===== src/rtl/pipe_stage_elastic_pkg.sv =====
// Shared constants for the elastic pipeline stage.
//   INSTR_W        : instruction word width carried by every stage
//   NOP_INSTR_DFLT : default bubble instruction (addi x0, x0, 0)
package pipe_stage_elastic_pkg;
  localparam int                 INSTR_W        = 32;
  localparam logic [INSTR_W-1:0] NOP_INSTR_DFLT = 32'h0000_0013;
endpackage


===== src/rtl/pipe_stage_elastic_slot.sv =====
// pipe_slot: one register stage of the elastic chain (valid, data, instr).
//   clk, reset       : clock, asynchronous active-high reset
//   load_i           : capture the upstream entry this cycle
//   flush_i          : kill the held entry (valid and instr only; data holds)
//   vld_i/data_i/instr_i : upstream entry
//   vld_o/data_o/instr_o : held entry
module pipe_slot
  import pipe_stage_elastic_pkg::*;
#(
  parameter int                 WIDTH     = 200,
  parameter logic [INSTR_W-1:0] NOP_INSTR = NOP_INSTR_DFLT
) (
  input  logic               clk,
  input  logic               reset,
  input  logic               load_i,
  input  logic               flush_i,
  input  logic               vld_i,
  input  logic [WIDTH-1:0]   data_i,
  input  logic [INSTR_W-1:0] instr_i,
  output logic               vld_o,
  output logic [WIDTH-1:0]   data_o,
  output logic [INSTR_W-1:0] instr_o
);
  logic               vld_q;
  logic [WIDTH-1:0]   data_q;
  logic [INSTR_W-1:0] instr_q, instr_d;

  // Invalid entries still carry their payload, but the instr slot always
  // reads as a NOP so downstream decode never sees a stale opcode.
  assign instr_d = vld_i ? instr_i : NOP_INSTR;

  always_ff @(posedge clk or posedge reset) begin
    if (reset) begin
      vld_q   <= 1'b0;
      data_q  <= '0;
      instr_q <= NOP_INSTR;
    end else if (flush_i) begin
      vld_q   <= 1'b0;
      instr_q <= NOP_INSTR;
    end else if (load_i) begin
      vld_q   <= vld_i;
      data_q  <= data_i;
      instr_q <= instr_d;
    end
  end

  assign vld_o   = vld_q;
  assign data_o  = data_q;
  assign instr_o = instr_q;
endmodule


===== src/rtl/pipe_stage_elastic.sv =====
// pipe_stage_elastic: chain of STAGES valid/ready register stages with
// bubble collapsing, flush (priority over stall) and saturating
// retire/bubble performance counters.
//   clk, reset                    : clock, asynchronous active-high reset
//   in_valid/in_ready/in_data/in_instr     : upstream handshake + entry
//   out_valid/out_ready/out_data/out_instr : downstream handshake + entry
//   flush                         : kill every held entry
//   stall                         : freeze the whole chain
//   retire_cnt                    : valid non-NOP entries that left
//   bubble_cnt                    : cycles with no entry leaving
module pipe_stage_elastic
  import pipe_stage_elastic_pkg::*;
#(
  parameter int                 WIDTH     = 200,
  parameter int                 STAGES    = 1,
  parameter logic [INSTR_W-1:0] NOP_INSTR = NOP_INSTR_DFLT,
  parameter int                 CNT_W     = 16
) (
  input  logic               clk,
  input  logic               reset,
  input  logic               in_valid,
  output logic               in_ready,
  input  logic [WIDTH-1:0]   in_data,
  input  logic [INSTR_W-1:0] in_instr,
  output logic               out_valid,
  input  logic               out_ready,
  output logic [WIDTH-1:0]   out_data,
  output logic [INSTR_W-1:0] out_instr,
  input  logic               flush,
  input  logic               stall,
  output logic [CNT_W-1:0]   retire_cnt,
  output logic [CNT_W-1:0]   bubble_cnt
);
  logic [STAGES-1:0]              vld, up_vld, acc, load;
  logic [STAGES-1:0][WIDTH-1:0]   data, up_data;
  logic [STAGES-1:0][INSTR_W-1:0] instr, up_instr;

  // A stage can take a new entry if it is empty or its own entry moves on;
  // evaluated from the output backwards so a single hole anywhere lets
  // everything behind it advance.
  always_comb begin
    acc = '0;
    acc[STAGES-1] = ~vld[STAGES-1] | (out_ready & ~stall);
    for (int i = STAGES - 2; i >= 0; i--) acc[i] = ~vld[i] | acc[i+1];
  end

  assign in_ready = acc[0] & ~stall & ~flush;

  for (genvar g = 0; g < STAGES; g++) begin : g_stage
    if (g == 0) begin : g_head
      assign up_vld[g]   = in_valid;
      assign up_data[g]  = in_data;
      assign up_instr[g] = in_instr;
    end else begin : g_body
      assign up_vld[g]   = vld[g-1];
      assign up_data[g]  = data[g-1];
      assign up_instr[g] = instr[g-1];
    end

    assign load[g] = acc[g] & ~stall;

    pipe_slot #(.WIDTH(WIDTH), .NOP_INSTR(NOP_INSTR)) u_slot (
      .clk     (clk),
      .reset   (reset),
      .load_i  (load[g]),
      .flush_i (flush),
      .vld_i   (up_vld[g]),
      .data_i  (up_data[g]),
      .instr_i (up_instr[g]),
      .vld_o   (vld[g]),
      .data_o  (data[g]),
      .instr_o (instr[g])
    );
  end

  assign out_valid = vld[STAGES-1];
  assign out_data  = data[STAGES-1];
  assign out_instr = instr[STAGES-1];

  // Performance counters; flush suppresses retirement of the output entry.
  logic             out_fire, ret_inc;
  logic [CNT_W-1:0] retire_q, retire_d, bubble_q, bubble_d;

  assign out_fire = out_valid & out_ready & ~stall & ~flush;
  assign ret_inc  = out_fire & (out_instr != NOP_INSTR);

  always_comb begin
    retire_d = retire_q;
    bubble_d = bubble_q;
    if (ret_inc && (retire_q != '1))   retire_d = retire_q + CNT_W'(1);
    if (!out_fire && (bubble_q != '1)) bubble_d = bubble_q + CNT_W'(1);
  end

  always_ff @(posedge clk or posedge reset) begin
    if (reset) begin
      retire_q <= '0;
      bubble_q <= '0;
    end else begin
      retire_q <= retire_d;
      bubble_q <= bubble_d;
    end
  end

  assign retire_cnt = retire_q;
  assign bubble_cnt = bubble_q;
endmodule


===== config.mk =====
export PLATFORM = sky130hd
export DESIGN_NAME = pipe_stage_elastic
export DESIGN_NICKNAME = d
export VERILOG_FILES = /design/src/rtl/pipe_stage_elastic_pkg.sv /design/src/rtl/pipe_stage_elastic_slot.sv /design/src/rtl/pipe_stage_elastic.sv
export SDC_FILE = /design/constraint.sdc
export NUM_CORES = 1
export LEC_CHECK = 0
export CAP_MARGIN = 20
export CORE_AREA = 2 2 194 196
export DETAILED_ROUTE_END_ITERATION = 8
export DIE_AREA = 0 0 196 198
export HOLD_SLACK_MARGIN = 0.05
export PLACE_DENSITY = 0.66
export SYNTH_ARGS = -nofsm -noshare
export SYNTH_HDL_FRONTEND = slang
export SYNTH_HIERARCHICAL = 1
export SYNTH_SLANG_ARGS = --single-unit

===== constraint.sdc =====
create_clock -name clk -period 9.11 [get_ports clk]
set_input_delay 1.3665 -clock clk [delete_from_list [all_inputs] [get_ports clk]]
set_output_delay 1.3665 -clock clk [all_outputs]
set_load 0.05 [all_outputs]

==> results of run 1 <==
[final timing paths]
check                      depth (start not counted)                            end  slack [ns]                    start
setup / recovery                                   3                       in_ready        4.63                    flush
hold / removal                                     1                 retire_cnt[15]        0.50           retire_cnt[15]
setup reg to reg                                   5  g_stage[0].u_slot/data_o[159]        5.95  g_stage[0].u_slot/vld_o
hold reg to reg                                    1                 retire_cnt[15]        0.50           retire_cnt[15]
max in group asynchronous                          3  g_stage[0].u_slot/data_o[159]        6.26                    reset
min in group asynchronous                          3                  retire_cnt[6]        1.34                    reset
[logic make-up (layout without fill, tap and decap cells)]
| logic type | count (synthesis) | after routing | share of synthesized area |
|---|---|---|---|
| DFF | 265 | 265 | 0.586 |
| muxes | 204 | 204 | 0.269 |
| and+or+nand+nor | 84 | 84 | 0.0434 |
| buffers and inverters | 46 | 578 | 0.0491 |
| AOI/OAI and AO/OA | 34 | 34 | 0.0279 |
| xor gates and xnor gates | 29 | 29 | 0.0224 |
| adders and majority gates | 2 | 2 | 0.00221 |
| other | 0 | 2 | 0 |
[worst reg2reg max path: stages (launching register included)]
cell and delay (ns):
dfrtp_1 0.45, a21oi_2 0.18, buf_4 0.39, nor2b_4 0.69
buf_12 0.65, mux2_4 0.69
[cells in the final DEF, fill, tap and decap left out, types with 11 or more instances in the layout]
cell type / instances
clkdlybuf4s50_1: 503
dfrtp_1: 262
mux2_4: 201
clkbuf_16: 31
a32o_1: 28
xor2_1: 17
nor2_1: 13
xnor2_1: 12
nand3_1: 11
nand4_1: 11
nor4_1: 11
[area by class of cell]
class,count,area share
multi-input combinational,353,0.235
tap,474,0.0337
antenna,2,0.000284
clock buffer,36,0.0457
timing repair buffer,511,0.292
inverter,10,0.00256
clock inverter,21,0.0134
sequential,265,0.377
[sequential cells by signal, indices dropped and copies added (netlist names)]
signal and count:
bubble_cnt 16, g_stage.u_slot/vld_o 1, retire_cnt 16, g_stage.u_slot/instr_o 32
g_stage.u_slot/data_o 200
[metal layers]
metal,track usage,up-vias
li1,-,3415
met1,0.202,3754
met2,0.277,337
met3,0.0588,57
met4,0.0530,4
met5,0,-
[per-stage QoR]
stage / instance area (um^2) / setup slack [ns] / total power [W]
floorplan: 11300 / 1.36 / 0.00247
global route: 17600 / 4.55 / 0.00444
finish: 17600 / 4.63 / 0.00427
detailed placement: 16500 / 4.55 / 0.00303
CTS: 17600 / 4.63 / 0.00433
global placement: 16500 / 4.59 / 0.00302
[power groups by stage]
stage | Clock (W) | Combinational, W | Sequential (W)
6_report | 0.00126 | 0.00153 | 0.00149
5_1_grt | 0.00135 | 0.00158 | 0.00151
4_1_cts | 0.00130 | 0.00154 | 0.00149
3_5_place_dp | 0 | 0.00153 | 0.00150
3_3_place_gp | 0 | 0.00152 | 0.00150
2_1_floorplan | 0 | 0.000361 | 0.00211
==> flow_summary.json, run 1 <==
{
  "placed_cells": 1612,
  "grt_overflow": 0,
  "tightest_slew_ns": 1.18,
  "regArea_mm2": 0.00664,
  "drtIter0Drc": 232,
  "cp_slowest_cell": "clkdlybuf4s50_1",
  "p_leak_nw": 7.62,
  "async_flop_share": 1.00,
  "grt_max_degree": 132,
  "cts_made_buffers": 31,
  "crit_required_ns": 7.74,
  "cts_setup_buffers": 0,
  "layout_min_cycle_time_ns": 4.48,
  "crit_path_max_incr_delay_ns": 0.82,
  "sequentialPowerShare": 0.348,
  "fillers": 3262,
  "hpwl_um": 24200,
  "p_clk_frac": 0.295,
  "cts_tree": "yes",
  "dieHeight_um": 198,
  "area_growth_syn_to_layout_pct": 55.3,
  "met3_length_um": 3140,
  "die_w_um": 196,
  "holdCritPathClass": "register to register",
  "netlist_instances": 664,
  "antenna_found_initial": 4,
  "status": "complete, no violations",
  "p_int_w": 0.00272,
  "synth_warnings": 6,
  "vias": 7567,
  "ios": 504,
  "ys_types": 38,
  "drive_gt1_frac": 0.230,
  "setup_violations": 0,
  "synth.most_common_cell": "dfrtp_1",
  "synth_edf_count": 0,
  "avgSynthCellArea_um2": 17.1,
  "max_slew_margin": 0.216,
  "dr.pass1.iters": 4,
  "fp.coreArea_mm2": 0.0370,
  "switching_share": 0.364,
  "critPathLaunchType": "primary input",
  "cpLargestDelayFamily": "buffers and inverters",
  "multiInputGateArea_mm2": 0.00414,
  "ys.flop_type": "dfrtp_1",
  "synth_top_area_share": 0.579,
  "cts.htree.levels": 1,
  "ys_seq_elements": 265,
  "nets": 1412,
  "clkSinkCount": 265,
  "clock_latency_ns": 0.57,
  "synth_largest_area_cell": "dfrtp_1",
  "grt_pass1_vias": 8117,
  "peakVddDrop_mv": 0.188,
  "wl_met1_um": 13500,
  "critPathArrivalTime_ns": 3.11,
  "crit_chain": "clkdlybuf4s50_1, nor2b_1, clkdlybuf4s50_1",
  "path_clk_slew_ns": 0.07,
  "port_buffers": 503,
  "pwr-share-comb": 0.358,
  "synth_fp_nets": 904,
  "net-switching-power_w": 0.00155,
  "ctsHoldBuffers": 0,
  "rsz0062_at_grt": "false",
  "cp_common_cell": "clkdlybuf4s50_1",
  "ys_seq_area_frac": 0.586,
  "avgViaCountPerCell": 4.53,
  "hold_viol": 0,
  "critPathKind": "primary input to primary output",
  "start_util": 0.307,
  "place.gp.congestion": 0.824,
  "wire_per_inst_um": 20.2,
  "root_buffer": "clkbuf_16",
  "path_buf_inv": 2,
  "fin_crit_sh": 0.491,
  "finalMaxSlewViolations": 0,
  "clockBufferDepth": 3,
  "p_per_area_mw_per_mm2": 243,
  "fin_cells": 1672,
  "tns_ns": 0,
  "grt_pass1_wl_um": 50100,
  "routed_wl_um": 33800,
  "track_usage": 0.166,
  "crit_fanout": 10,
  "end_kind": "primary output",
  "ant_nets": 0,
  "yosys-top-cells-area": "dfrtp_1 (58%), mux2_4 (27%), buf_12 (3.9%), a32o_1 (2.5%), xor2_1 (1.3%)",
  "netlist_area_mm2": 0.0113,
  "drc": 0,
  "clock_skew_ns": 0.0209,
  "rows": 71,
  "top_layer": "met5",
  "fmax_ghz": 0.223,
  "yosys-top-cells-count": "dfrtp_1 (262), mux2_4 (201), a32o_1 (28)",
  "maxCapViolations": 0,
  "finalCoreUtilization": 0.476,
  "dieArea_mm2": 0.0388,
  "worst_hold_slack_ns": 0.501,
  "wl_met2_um": 16200,
  "cts_resized": 0
}
(Power assumes the default switching activity.)
==> run 2: changes to the inputs <==
--- a/config.mk
+++ b/config.mk
@@ -10,7 +10,7 @@
 export DETAILED_ROUTE_END_ITERATION = 8
 export DIE_AREA = 0 0 196 198
 export HOLD_SLACK_MARGIN = 0.05
-export PLACE_DENSITY = 0.66
+export PLACE_DENSITY = 0.69
 export SYNTH_ARGS = -nofsm -noshare
 export SYNTH_HDL_FRONTEND = slang
 export SYNTH_HIERARCHICAL = 1
==> constraint.sdc (replaced) <==
create_clock -name clk -period 4 [get_ports clk]
set_input_delay 0.6 -clock clk [delete_from_list [all_inputs] [get_ports clk]]
set_output_delay 0.6 -clock clk [all_outputs]
set_load 0.05 [all_outputs]
==> run 2 against run 1 <==
Compared with the run above:
- clock skew decreased by 0.0068 ns
- wire length is 3.2% lower
- final area is essentially flat
- highest routed layer unchanged
- count of clock-buffer cells in the layout increased by 11
- sequential share of layout area hardly changed
- first-iteration DRC count stayed put
- global-route usage fell by 0.39 points
- worst hold slack got worse by 0.0046 ns
- clock power grew 110%
- cell count increased by 0.18%
- utilization is essentially flat
- via count is 1.0% higher
==> flow_summary.json, run 2 (synthesis gave the netlist of run 1 again) <==
{
  "status": "complete, no violations",
  "path_clk_slew_ns": 0.06,
  "r2r-start": "g_stage[0].u_slot/instr_o[16]",
  "cts_tree": "yes",
  "largest_register_ff_count": 200,
  "drtIter0Drc": 232,
  "worst_hold_slack_ns": 0.497,
  "nets": 1418,
  "ff2ff_setup_slack_ns": 1.65,
  "dieArea_mm2": 0.0388,
  "peakVddDrop_mv": 0.579,
  "clkSinkCount": 265,
  "cts_setup_buffers": 0,
  "placed_area_mm2": 0.0166,
  "cts_made_buffers": 31,
  "wire_per_inst_um": 19.5,
  "stdcell_area_mm2": 0.0176,
  "critPathArrivalTime_ns": 2.26,
  "place.gp.congestion": 0.773,
  "grt_pass1_vias": 8105,
  "rows": 71,
  "grt_max_degree": 101,
  "worstRegToRegCells": 5,
  "top_usage_layer": "met2",
  "start_util": 0.307,
  "hpwl_um": 23600,
  "fin_crit_sh": 0.715,
  "grt_use_met2": 0.273,
  "root_buffer": "clkbuf_16",
  "mostFrequentLayoutCell": "clkdlybuf4s50_1",
  "antennaDiodeCount": 0,
  "holdCritPathClass": "primary input to async pin",
  "crit_start": "out_ready",
  "worstReg2RegEnd": "retire_cnt[1]",
  "crit_required_ns": 3.40,
  "maxCapViolations": 0,
  "clockBufferDepth": 3,
  "placed_cells": 1619,
  "avgViaCountPerCell": 4.56,
  "crit_fanout": 3,
  "layout_min_cycle_time_ns": 2.86,
  "ctsHoldBuffers": 0,
  "dieHeight_um": 198,
  "drc": 0,
  "ios": 504,
  "fin_cells": 1675,
  "setup_violations": 0,
  "drive_gt1_frac": 0.230,
  "track_usage": 0.162,
  "end_kind": "primary output",
  "port_buffers": 503,
  "rsz0062_at_grt": "false",
  "tightest_slew_ns": 0.868,
  "cts_resized": 0,
  "clock_latency_ns": 0.55,
  "fmax_ghz": 0.350,
  "tns_ns": 0,
  "cts.htree.levels": 1,
  "clock_skew_ns": 0.0141,
  "critPathLaunchType": "primary input",
  "layout_common_cells": "clkdlybuf4s50_1 (503), dfrtp_1 (262), mux2_4 (201)",
  "routed_wl_um": 32700,
  "hold_viol": 0,
  "area_growth_syn_to_layout_pct": 55.4,
  "grt_pass1_wl_um": 49400,
  "p_leak_nw": 7.65,
  "critPathKind": "primary input to primary output",
  "grt_overflow": 0,
  "grtUsageMet3": 0.0617,
  "met1_usage": 0.198,
  "antenna_found_initial": 3,
  "p_per_area_mw_per_mm2": 541,
  "fp.coreArea_mm2": 0.0370,
  "finalMaxSlewViolations": 0,
  "vias": 7646,
  "die_w_um": 196,
  "dr.pass1.iters": 6,
  "ant_nets": 0,
  "max_slew_margin": 0.421
}
## run 2: stage by stage
stage	power (W)	utilization	worst slack, ns
global route	0.00991	0.477	1.05
global placement	0.00689	0.450	1.12
finish	0.00953	0.477	1.14
CTS	0.00966	0.477	1.13
detailed placement	0.00691	0.450	1.07
floorplan	0.00564	-	0.353
## run 2: routing by layer
metal	share of wire	routed length, um
met5	0.0014	46
met2	0.48	15800
met3	0.096	3150
met4	0.021	677
met1	0.40	13100
## run 2: where the power goes
group	leakage, nW	internal, W	switching (W)
clock network	0.485	0.00157	0.00111
registers	3.20	0.00309	0.000282
logic	3.97	0.00144	0.00204
total	7.65	0.00610	0.00343
## run 2: worst max path at each step
stage / end / slack [ns] / depth (start not counted)
floorplan: g_stage[0].u_slot/data_o[0] / 0.35 / 1
global placement: retire_cnt[1] / 1.12 / 5
detailed placement: retire_cnt[1] / 1.07 / 5
CTS: in_ready / 1.13 / 5
global route: in_ready / 1.05 / 5
finish: in_ready / 1.14 / 5
## run 2: layout make-up
cell class	count	area, um^2
Timing Repair Buffer	517	5230
Multi-Input combinational cell	353	4140
Sequential cell	265	6640
Clock inverter	9	52.6
Inverter	10	41.3
Fill cell	3244	19300
Clock buffer	47	916
Tap cell	474	593
## run 2: worst max-delay path, stage by stage
cell and delay [ns]:
clkdlybuf4s50_1 0.48, inv_1 0.05, a21oi_2 0.15, nor2b_1 0.15, clkdlybuf4s50_1 0.82
==> variant 1: new RTL, config.mk and constraints of run 2 <==
Register the output `bubble_cnt` once more, cleared by the reset; this adds one clock of latency there. The other outputs are not delayed to match. Comments in the files are not updated.
--- a/src/rtl/pipe_stage_elastic.sv
+++ b/src/rtl/pipe_stage_elastic.sv
@@ -103,5 +103,11 @@
 
   assign retire_cnt = retire_q;
-  assign bubble_cnt = bubble_q;
+  always_ff @(posedge clk or posedge reset) begin
+    if (reset) begin
+      bubble_cnt <= '0;
+    end else begin
+      bubble_cnt <= bubble_q;
+    end
+  end
 endmodule
 
Function: changed (a bounded check fails within 4 cycles, from zero or initial values and one cycle with reset high).
==> variant 1 against run 2 <==
  * First-iteration DRC count down 12%
  * Final cell count up 1.7%
  * Routed wire length up 3.6%
  * Sequential share of layout area up 0.84 points
  * Design area up 3.7%
  * Non-clock buffer count up 9
  * Register-to-register slack better by 250 ps
  * Highest routed layer is now met4
  * Synthesized area up 4.4%
  * Synthesized cell count up 2.6%
  * Worst setup slack worse by 73 ps
  * Power up 3.9%
  * Sequential cell count up 16
  * Critical path type unchanged
==> variant 1: results (changes against run 2) <==
crit-path max cell delay 820 ps (about the same); Synth Flop Type dfrtp_1; Post-synth ARST share 1.000 (unchanged); Num CTS Buffers 31 (unchanged); main area contributors after synthesis dfrtp_1 59%, mux2_4 25%, buf_12 3.7%, a32o_1 2.4%, xor2_1 1.3%; first-pass GRT wire length 50.41 mm (+2.0%); initial antenna violation count 0 (-3); Leak 8.003 nW (+4.6%); post-CTS setup buffer count 0 (unchanged); nets@finish 1446 (+2.0%); placed insts 1645 (+1.6%); non-filler cells, final 1704 (+1.7%); Clock H-tree levels 1 (unchanged); peak supply drop 0.3206 mV (-45%); synthesized instance count 681 (+2.6%); synth warn 6 (unchanged); layout cells sized above 1 0.2407 (+0.01084); # diodes 0 (unchanged); status completed; Cell variety after synth 46 (+21%); commonest cells in the netlist 278 x dfrtp_1, 200 x mux2_4, 28 x a32o_1, 22 x buf_12, 17 x xor2_1; dpl hpwl 25.00 mm (+6.2%); Seq/Total Area, Yosys 0.5947 (+0.009069); buffers from clock root to sink, at most 3 (unchanged); pin count of the biggest net entering global routing 82 (-19%); Data arrival, critical path 2330 ps (+70 ps); Switch Pwr 3.471 mW (+1.2%); RePlAce Congestion 0.7956 (+2.9%); average wire per standard cell 19.89 microns (+1.8%); Initial DRC Count 204 (-12%); Final Setup Violations 0 (unchanged); CTS Root Cell clkbuf_16; gr usage total 0.1668 (+0.004500); clock skew 16.52 ps (+2.402 ps); Rel. slew slack 0.5106 (+0.09007); vias in the first global route 8198 (+1.1%); Clk pin slew, worst setup/hold paths 60 ps (about the same); routed vias/inst 4.591 (+0.57%); max reg flops 200 (unchanged); hold crit path type primary input to asynchronous set/reset pin; pre-CTS WS 1043 ps (-29.57 ps); Crit Path Max Fanout 11 (+8); PostCTS Resize Cnt 0 (unchanged); total iterations of the first detailed-routing run 4 (-2); final-layout fill cell count 3236 (-0.25%); CP max-delay cell clkdlybuf4s50_1; synthesized net count 921 (+1.9%); port bufs 503 (unchanged)
-- variant 1: cell types whose count changed after synthesis, sizes merged, moves of 2 or more --
cell,run 2,this run
dfrtp,262,278
and3,0,6
nor2,14,8
a21oi,2,4
buf,34,32
nand4,12,10
o21ai,0,2
-- variant 1: critical path, delay by kind of cell --
kind                   cells  cell delay [ps]
buffers and inverters      2             1500
and+or+nand+nor            1              230
-- variant 1: path summary, 6_finish.rpt --
check                      cells past startpoint  slack (ps)                                startpoint                                         to
setup / recovery                               3        1070                                     flush                                   in_ready
hold / removal                                 2         360                                     reset  g_stage[0].u_slot/data_o[159]$_DFFE_PP0P_
setup reg to reg                               5        1900  g_stage[0].u_slot/instr_o[0]$_DFFE_PP1P_                  retire_cnt[1]$_DFFE_PP0P_
hold reg to reg                                0         430                   bubble_q[1]$_DFFE_PP0P_                    bubble_cnt[1]$_DFF_PP0_
max in group asynchronous                      4        2740                                     reset   g_stage[0].u_slot/instr_o[1]$_DFFE_PP1P_
min in group clk                               0         430                   bubble_q[1]$_DFFE_PP0P_                    bubble_cnt[1]$_DFF_PP0_
-- variant 1: kinds of logic after synthesis --
group	share of synthesized area
adder cells (fa/ha/maj)	0.002115
AO/OA/AOI/OAI	0.03057
buffers and inverters	0.04590
multiplexers	0.2575
AND/OR/NAND/NOR	0.04844
flip-flops	0.5947
XOR/XNOR	0.02073
-- variant 1: through the flow --
stage	cell area, sq um	hold slack (ps)
finish	18260	360.8
global route	18260	355.4
CTS	18220	431.8
detailed placement	17190	411.9
global placement	17190	407.5
floorplan	11830	384.9
-- variant 1: area by class of cell --
class	count	share of cell area
clock buffers	42	0.04802
clock inverters	15	0.008495
repair buffers	526	0.2906
flip-flops and latches	281	0.3852
multi-input cells	357	0.2331
inverters	9	0.002055
well taps	474	0.03247
-- variant 1: power by group through the flow --
stage	Sequential, mW	Clock, mW	Combinational, mW
2_1_floorplan	5.00	0	0.810
3_5_place_dp	3.62	0	3.47
4_1_cts	3.59	2.96	3.48
6_report	3.58	2.86	3.46
3_3_place_gp	3.61	0	3.44
5_1_grt	3.64	3.06	3.58
-- variant 1: metal layers --
metal,vias to the layer above,part of all wire,track usage
met3,55,0.085,0.05297
met2,309,0.49,0.2794
met4,0,0.023,0.04574
li1,3515,-,-
met1,3944,0.41,0.2080
met5,-,0,0
==> variant 2: new RTL, settings of run 2 <==
Without the edit above. `CNT_W`: 16 -> 12.
--- a/src/rtl/pipe_stage_elastic.sv
+++ b/src/rtl/pipe_stage_elastic.sv
@@ -15,5 +15,5 @@
   parameter int                 STAGES    = 1,
   parameter logic [INSTR_W-1:0] NOP_INSTR = NOP_INSTR_DFLT,
-  parameter int                 CNT_W     = 16
+  parameter int                 CNT_W     = 12
 ) (
   input  logic               clk,
Ports: changed (resized bubble_cnt and retire_cnt); port bits go from 504 to 496. The function was not compared with the original's and may differ.
==> variant 2 against run 2 <==
  * Sequential cell count decreased by 8
  * Non-clock buffer count increased by 1
  * Core utilization decreased by 0.69 points
  * Power increased by 0.23%
  * Routed wire length decreased by 2.3%
  * Design area decreased by 1.4%
  * Clock power increased by 4%
  * Worst setup slack got worse by 75 ps
  * Synthesized area decreased by 2.9%
==> variant 2: results (changes against run 2) <==
status completed; met2 wire len 15.40 mm (-2.5%); hold crit path type register to register; Synth Area in Compound Gates 0.03253 (+0.004593); Num CTS Buffers 28 (-9.7%); adder-cell area share of the yosys netlist 0.002275 (+0.00006633); dpl hpwl 23.36 mm (-0.84%); Initial DRC Count 206 (-11%); Data arrival, critical path 2330 ps (+70 ps); RePlAce Congestion 0.8066 (+4.4%); port bufs 495 (-1.6%); Routed WL 31.98 mm (-2.3%); met1 wire length 12.78 mm (-2.2%); met3 wire length 3.141 mm (-0.29%); Post-Synth XOR/XNOR Area 0.01433 (-0.008086); post-CTS setup buffer count 0 (unchanged); Cell variety after synth 42 (+11%); vias in the first global route 8090 (-0.19%); initial antenna violation count 1 (-2); Crit Path Max Fanout 11 (+8); detailed-route via count 7417 (-3.0%); nets@finish 1385 (-2.3%); synthesized net count 871 (-3.7%); M2 GR Usage 0.2695 (-0.003691); main area contributors after synthesis dfrtp_1 58%, mux2_4 27%, buf_12 4.0%, a32o_1 2.5%, xor2_1 0.88%; Leak 7.511 nW (-1.8%); met1 usage 0.1902 (-0.008084); first-pass GRT wire length 48.56 mm (-1.8%); commonest cells in the netlist 254 x dfrtp_1, 200 x mux2_4, 28 x a32o_1, 22 x buf_12; Post-synth ARST share 1.000 (unchanged); PostCTS Resize Cnt 0 (unchanged); synth warn 6 (unchanged); Seq/Total Area, Yosys 0.5850 (-0.0006131); worst-margin pin slew 933.9 ps (+65.69 ps); gr usage total 0.1593 (-0.003000); top sig layer met5; pin count of the biggest net entering global routing 70 (-31%); total iterations of the first detailed-routing run 4 (-2); grt met3 use 0.06285 (+0.001192); clock skew 19.22 ps (+5.109 ps); # diodes 0 (unchanged); peak supply drop 0.4478 mV (-23%); setup TNS 0 ps (unchanged); layout cells sized above 1 0.2459 (+0.01612); multiplexer area fraction after synthesis 0.2779 (+0.008654)
[variant 2: cell types whose count changed in the layout (fill, tap and decap cells not counted), sizes merged, moves of 5 or more]
cell	before	now
clkdlybuf4s50	503	495
xnor2	12	7
clkinv	9	4
nor2	14	8
xor2	17	11
dfrtp	262	254
buf	14	23
[variant 2: layout make-up]
type	instances	area share
Sequential cell	257	0.3708
Timing Repair Buffer	518	0.3019
Multi-Input combinational cell	333	0.2326
Tap cell	474	0.03417
Inverter	7	0.001730
Clock inverter	7	0.006560
Clock buffer	45	0.05220
[variant 2: path summary, 6_finish.rpt]
path | endpoint | from | depth (start not counted) | slack (ps)
worst max-delay path | in_ready | flush | 3 | 1070
worst max register to register | retire_cnt[1]$_DFFE_PP0P_ | g_stage[0].u_slot/instr_o[16]$_DFFE_PP0P_ | 5 | 1590
min in group asynchronous | g_stage[0].u_slot/instr_o[27]$_DFFE_PP0P_ | reset | 2 | 620
worst min-delay path | g_stage[0].u_slot/data_o[185]$_DFFE_PP0P_ | g_stage[0].u_slot/data_o[185]$_DFFE_PP0P_ | 1 | 510
max in group asynchronous | g_stage[0].u_slot/data_o[46]$_DFFE_PP0P_ | reset | 3 | 2550
worst min register to register | g_stage[0].u_slot/data_o[185]$_DFFE_PP0P_ | g_stage[0].u_slot/data_o[185]$_DFFE_PP0P_ | 1 | 510
[variant 2: stage by stage]
step	hold WS, ps	worst slack, ps	std cells	area, sq um
final	505.8	1066	1641	17360
after global placement	492.6	1092	1589	16340
after global routing	519.8	1032	1641	17360
after floorplan	614.6	352.5	631	11000
after detailed placement	492.0	1080	1589	16340
after CTS	510.7	1061	1641	17360
[variant 2: report_power, final]
group	internal [mW]	switching, mW	total [mW]
Clock	1.73	1.06	2.79
Combinational	1.43	2.02	3.45
Sequential	3.01	0.299	3.31
Total	6.17	3.38	9.55
